### config.mk
export PLATFORM = sky130hd
export DESIGN_NAME = uart_tx_buffered
export DESIGN_NICKNAME = d
export VERILOG_FILES = /design/src/rtl/uart_pkg.sv /design/src/rtl/sync_fifo.sv /design/src/rtl/uart_tx_buffered.sv
export SDC_FILE = /design/constraint.sdc
export NUM_CORES = 1
export LEC_CHECK = 0
export ABC_AREA = 1
export BUFFER_PORTS_ARGS = -buffer_cell sky130_fd_sc_hd__buf_2
export CORE_ASPECT_RATIO = 1.4
export CORE_UTILIZATION = 36
export DETAILED_ROUTE_END_ITERATION = 6
export PLACE_DENSITY = 0.5
export SLEW_MARGIN = 20
export SYNTH_ARGS = -nofsm -noshare
export SYNTH_HDL_FRONTEND = slang
export SYNTH_HIERARCHICAL = 1
export SYNTH_SLANG_ARGS = --single-unit
### constraint.sdc
create_clock -name CLK -period 7.2 [get_ports CLK]
set_clock_uncertainty 0.05 [all_clocks]
set_input_delay 0.36 -clock CLK [delete_from_list [all_inputs] [get_ports CLK]]
set_output_delay 0.36 -clock CLK [all_outputs]
set_load 0.1 [all_outputs]
### src/rtl/uart_pkg.sv
// Shared UART types and constants for the TX path (and the future RX path).
package uart_pkg;

  typedef enum logic [2:0] {
    IDLE,
    START,
    DATA,
    PARITY,
    STOP
  } tx_state_t;

  localparam int   UART_DATA_BITS  = 8;
  localparam logic UART_IDLE_LEVEL = 1'b1;

endpackage

### src/rtl/sync_fifo.sv
// Single-clock FIFO with registered occupancy count; DEPTH must be a power of two.
module sync_fifo #(
  parameter int WIDTH = 8,
  parameter int DEPTH = 16
) (
  input  logic                         clk,
  input  logic                         rst,
  input  logic                         push,
  input  logic [WIDTH-1:0]             wr_data,
  input  logic                         pop,
  output logic [WIDTH-1:0]             rd_data,
  output logic                         full,
  output logic                         empty,
  output logic [$clog2(DEPTH+1)-1:0]   count
);

  localparam int AW = $clog2(DEPTH);
  localparam int CW = $clog2(DEPTH+1);

  logic [WIDTH-1:0] mem [DEPTH];
  logic [AW-1:0]    wr_ptr;
  logic [AW-1:0]    rd_ptr;
  logic             push_ok;
  logic             pop_ok;

  assign full    = (count == CW'(DEPTH));
  assign empty   = (count == '0);
  assign push_ok = push && !full;
  assign pop_ok  = pop && !empty;
  assign rd_data = mem[rd_ptr];

  // Pointers wrap naturally because DEPTH is a power of two.
  always_ff @(posedge clk) begin
    if (rst) begin
      wr_ptr <= '0;
      rd_ptr <= '0;
      count  <= '0;
    end else begin
      if (push_ok) wr_ptr <= wr_ptr + 1'b1;
      if (pop_ok)  rd_ptr <= rd_ptr + 1'b1;
      case ({push_ok, pop_ok})
        2'b10:   count <= count + 1'b1;
        2'b01:   count <= count - 1'b1;
        default: count <= count;
      endcase
    end
  end

  always_ff @(posedge clk) begin
    if (push_ok && !rst) mem[wr_ptr] <= wr_data;
  end

endmodule

### src/rtl/uart_tx_buffered.sv
// Buffered, back-pressured UART transmitter (8N1/8N2).
// Optional even parity bit enabled by defining UART_TX_PARITY_EN.
module uart_tx_buffered
  import uart_pkg::*;
#(
  parameter int DEPTH        = 16,
  parameter int CLKS_PER_BIT = 217,
  parameter int STOP_BITS    = 1
) (
  input  logic                       CLK,
  input  logic                       RST,
  input  logic                       wr_valid,
  input  logic [7:0]                 wr_data,
  output logic                       wr_ready,
  output logic                       tx,
  output logic                       busy,
  output logic [$clog2(DEPTH+1)-1:0] level
);

  localparam int BAUD_W   = $clog2(CLKS_PER_BIT);
  localparam int STOP_LEN = STOP_BITS * CLKS_PER_BIT;
  localparam int STOP_W   = $clog2(STOP_LEN);
  localparam int IDX_W    = $clog2(UART_DATA_BITS);

  localparam logic [BAUD_W-1:0] BAUD_LAST = BAUD_W'(CLKS_PER_BIT - 1);
  localparam logic [STOP_W-1:0] STOP_LAST = STOP_W'(STOP_LEN - 1);
  localparam logic [IDX_W-1:0]  IDX_LAST  = IDX_W'(UART_DATA_BITS - 1);

  if (STOP_BITS != 1 && STOP_BITS != 2) begin : g_bad_stop_bits
    $error("uart_tx_buffered: STOP_BITS must be 1 or 2");
  end
  if (DEPTH < 2 || (DEPTH & (DEPTH - 1)) != 0) begin : g_bad_depth
    $error("uart_tx_buffered: DEPTH must be a power of two >= 2");
  end
  if (CLKS_PER_BIT < 2) begin : g_bad_clks
    $error("uart_tx_buffered: CLKS_PER_BIT must be >= 2");
  end

  tx_state_t                 state;
  tx_state_t                 state_next;
  logic [BAUD_W-1:0]         baud_cnt;
  logic [STOP_W-1:0]         stop_cnt;
  logic [IDX_W-1:0]          bit_idx;
  logic [UART_DATA_BITS-1:0] shift_data;
  logic [UART_DATA_BITS-1:0] fifo_rd_data;
  logic                      fifo_full;
  logic                      fifo_empty;
  logic                      push;
  logic                      pop;
  logic                      bit_done;
  logic                      stop_done;
`ifdef UART_TX_PARITY_EN
  logic                      parity_bit;
`endif

  assign wr_ready  = !RST && !fifo_full;
  assign push      = wr_valid && wr_ready;
  assign busy      = (state != IDLE) || !fifo_empty;
  assign bit_done  = (baud_cnt == BAUD_LAST);
  assign stop_done = (stop_cnt == STOP_LAST);

  sync_fifo #(
    .WIDTH (UART_DATA_BITS),
    .DEPTH (DEPTH)
  ) u_fifo (
    .clk     (CLK),
    .rst     (RST),
    .push    (push),
    .wr_data (wr_data),
    .pop     (pop),
    .rd_data (fifo_rd_data),
    .full    (fifo_full),
    .empty   (fifo_empty),
    .count   (level)
  );

  always_comb begin
    state_next = state;
    pop        = 1'b0;
    case (state)
      IDLE: begin
        if (!fifo_empty) begin
          pop        = 1'b1;
          state_next = START;
        end
      end
      START: if (bit_done) state_next = DATA;
      DATA: begin
        if (bit_done && bit_idx == IDX_LAST) begin
`ifdef UART_TX_PARITY_EN
          state_next = PARITY;
`else
          state_next = STOP;
`endif
        end
      end
`ifdef UART_TX_PARITY_EN
      PARITY: if (bit_done) state_next = STOP;
`endif
      STOP: begin
        // Back-to-back frames: pop on the stop exit edge so no idle gap appears.
        if (stop_done) begin
          if (!fifo_empty) begin
            pop        = 1'b1;
            state_next = START;
          end else begin
            state_next = IDLE;
          end
        end
      end
      default: state_next = IDLE;
    endcase
  end

  always_comb begin
    tx = UART_IDLE_LEVEL;
    case (state)
      START:   tx = 1'b0;
      DATA:    tx = shift_data[0];
`ifdef UART_TX_PARITY_EN
      PARITY:  tx = parity_bit;
`endif
      default: tx = UART_IDLE_LEVEL;
    endcase
  end

  always_ff @(posedge CLK) begin
    if (RST) begin
      state      <= IDLE;
      baud_cnt   <= '0;
      stop_cnt   <= '0;
      bit_idx    <= '0;
      shift_data <= '0;
`ifdef UART_TX_PARITY_EN
      parity_bit <= 1'b0;
`endif
    end else begin
      state    <= state_next;
      baud_cnt <= (state == IDLE || bit_done) ? '0 : baud_cnt + 1'b1;
      stop_cnt <= (state == STOP && !stop_done) ? stop_cnt + 1'b1 : '0;
      if (state == DATA && bit_done) bit_idx <= bit_idx + 1'b1;
      if (pop) begin
        shift_data <= fifo_rd_data;
`ifdef UART_TX_PARITY_EN
        parity_bit <= ^fifo_rd_data;
`endif
      end else if (state == DATA && bit_done) begin
        shift_data <= shift_data >> 1;
      end
    end
  end

endmodule

==> impl_metrics.json <==
{
  "worst_pin_slew_ns": 0.781,
  "clock_sinks": 175,
  "grt_pass1_wl_mm": 28.3,
  "die_x_um": 128,
  "synth_fa_ha_area_share_pct": 2.61,
  "r2r_start": "u_fifo/count[1]",
  "yosys.area_share.simple_pct": 24.3,
  "ant_nets": 0,
  "rows": 64,
  "ios": 19,
  "n_fill_cell": 2199,
  "n_antenna_cell": 0,
  "synth.ff_latch_count": 175,
  "cts_resized": 0,
  "rsz0062_at_grt": "no",
  "yosysUniqueCellTypes": 33,
  "holdPathEnd": "bit_idx[0]",
  "worst_setup_path_end_kind": "flip-flop",
  "core-area_sq_um": 21800,
  "fin_crit_ns": 2.76,
  "avgSynthCellArea_sq_um": 9.27,
  "synthMuxAreaShare_pct": 0,
  "placed_cells": 1149,
  "port_buffers": 18,
  "r2r_slack_ns": 4.44,
  "fin_setup_tns_ns": 0,
  "synth_xor_area_share_pct": 0.660,
  "worstHoldStart": "RST",
  "clock_latency_ns": 0.43,
  "route.detailed.drc": 0,
  "maxSlewHeadroom_pct": 47.8,
  "drtIter0Drc": 325,
  "max_cap_viol_count": 0,
  "viasPerCell": 4.58,
  "final_nets": 898,
  "synth_top_family_by_area": "simple AND/OR/NAND/NOR gates",
  "grt_pass1_vias": 5282,
  "die_area_sq_um": 22700,
  "root_buffer": "clkbuf_16",
  "antenna_found_initial": 0,
  "r2r_end": "u_fifo/mem[3][7]",
  "cts_max_path_buffers": 2,
  "stdcell_count": 1181,
  "start_kind": "flip-flop",
  "grt_max_degree": 66,
  "critPathRequiredTime_ns": 7.21,
  "reg2regPathDepth": 8,
  "dp_hpwl_mm": 11.8,
  "wl_mm": 18.0,
  "grt_use_total_pct": 16.9,
  "syn_inst": 859,
  "period_share_pct": 38.4,
  "min_path_cells": 2,
  "grt_overflow": 0,
  "synth_compound_area_share_pct": 2.69,
  "finalSetupViolCount": 0,
  "gp_congestion": 0.782,
  "leakage_nw": 3.73,
  "whs_ns": 0.247,
  "status": "completed",
  "synth_fp_nets": 886,
  "path_clk_slew_ns": 0.06,
  "cts_tree": "built",
  "fin_util_pct": 40.8,
  "die_y_um": 178,
  "yosys_warnings": 6,
  "clock.fmax_mhz": 362,
  "irDropWorstVdd_mv": 0.169,
  "initial_core_util_pct": 36.6,
  "path_class": "reg2reg",
  "slew_viol_final": 0,
  "powerDensity_nw_per_um2": 347,
  "final_area_sq_um": 8890,
  "crit_fanout": 8,
  "layout-drive-gt1-share_pct": 8.94,
  "netlist_area_sq_um": 7970,
  "seq_area_frac_synth_pct": 60.1,
  "cts_htree_levels": 4,
  "post_dp_cell_area_sq_um": 8250,
  "hold_viol": 0,
  "vias": 5410,
  "crit_arrival_ns": 2.78,
  "cts_made_buffers": 17,
  "wire_per_inst_um": 15.3,
  "postCtsSetupBuffers": 0,
  "cts_hold_buffers": 0,
  "hold_path.class": "in2reg",
  "area_growth_pct": 11.6,
  "drt_first_pass_iters": 5
}
synth_stat cells:
cell type | number | area [sq um]
nand3_1 | 116 | 581
nor2_1 | 62 | 233
o211ai_1 | 1 | 7.51
edfxtp_1 | 128 | 3840
nand2_4 | 2 | 22.5
nor2_2 | 1 | 6.26
inv_2 | 6 | 22.5
or2_0 | 1 | 6.26
nor3b_1 | 2 | 15.0
buf_2 | 12 | 60.1
nand2_2 | 3 | 18.8
inv_1 | 144 | 541
nor3_1 | 5 | 25.0
nand4_1 | 4 | 25.0
nor3_2 | 1 | 10.0
nor2_4 | 2 | 22.5
fa_1 | 1 | 20.0
xor2_1 | 6 | 52.6
buf_6 | 10 | 113
nand3_2 | 5 | 50.1
a21oi_2 | 1 | 8.76
ha_1 | 15 | 188
nor3_4 | 1 | 16.3
o21ai_1 | 6 | 30.0
nand2_1 | 235 | 882
or2_2 | 4 | 25.0
clkbuf_1 | 2 | 7.51
buf_1 | 1 | 3.75
buf_4 | 3 | 22.5
dfxtp_1 | 47 | 941
a211oi_2 | 1 | 12.5
a21oi_1 | 24 | 120
o21ai_0 | 7 | 35.0
state kept, by name, indices dropped and copies added, names as in the netlist, named ones only:
signal	count
u_fifo/mem	128
baud_cnt	8
shift_data	8
stop_cnt	8
u_fifo/count	5
u_fifo/rd_ptr	4
u_fifo/wr_ptr	4
bit_idx	3
state	3
where the power goes:
group / leakage, nW / total (mW) / switching (mW) / internal (mW)
clock network: 0.308 / 1.01 / 0.393 / 0.616
logic: 1.89 / 0.895 / 0.652 / 0.243
registers: 1.54 / 1.18 / 0.0398 / 1.14
total: 3.73 / 3.08 / 1.09 / 2.00
cells in the final DEF (no fill, tap or decap), drive strengths merged, types with 7 or more instances in the layout:
cell / netlist / layout
nand3: 121 / 121
nor3: 7 / 7
edfxtp: 128 / 128
clkbuf: 2 / 18
a21oi: 25 / 25
ha: 15 / 15
buf: 26 / 21
o21ai: 13 / 13
inv: 150 / 152
nor2: 65 / 65
nand2: 240 / 240
dfxtp: 47 / 47
per-stage QoR:
step	total power [mW]	worst slack [ns]
6_report	3.08	4.44
5_1_grt	3.26	4.22
4_1_cts	3.12	4.37
3_5_place_dp	2.10	4.39
3_3_place_gp	2.10	4.44
2_1_floorplan	1.92	3.90
layer usage:
layer / track usage [%] / part of all wire, % / up-vias
met2: 30.1 / 52 / 60
met4: 7.40 / 2.2 / 0
met3: 2.70 / 1.8 / 23
met5: 0 / 0 / -
met1: 20.1 / 44 / 2551
li1: - / - / 2776
critical path, cell delays in order (launching register included):
cell     delay (ns)
dfxtp_1        0.39
nor2_1         0.10
nand3_2        0.13
inv_1          0.07
nor3b_1        0.54
nand2_4        0.13
inv_2          0.13
nand2_1        0.19
nor2_1         0.66
cell type report:
type | count | area (sq um) | share of cell area [%]
flip-flops and latches | 175 | 4790 | 53.8
multi-input cells | 506 | 2410 | 27.1
repair buffers | 21 | 113 | 1.27
well taps | 297 | 372 | 4.18
inverters | 150 | 563 | 6.33
clock buffers | 18 | 429 | 4.83
clock inverters | 14 | 214 | 2.41
cell families after synthesis:
kind of cell               count (synthesis)
adders and majority gates                 16
DFF                                      175
and+or+nand+nor                          444
xor gates and xnor gates                   6
AOI/OAI and AO/OA                         40
buffers and inverters                    178
worst max path at each step:
| stage | from | to | cells after the start |
|---|---|---|---|
| 2_1_floorplan | u_fifo/count[3] | u_fifo/count[3] | 12 |
| 6_report | u_fifo/count[1] | u_fifo/mem[3][7] | 8 |
| 3_5_place_dp | u_fifo/count[2] | u_fifo/mem[3][2] | 8 |
| 5_1_grt | u_fifo/count[4] | u_fifo/count[4] | 19 |
| 4_1_cts | u_fifo/count[2] | u_fifo/mem[3][7] | 8 |
| 3_3_place_gp | u_fifo/count[3] | u_fifo/mem[3][2] | 8 |
(Power assumes the default switching activity.)
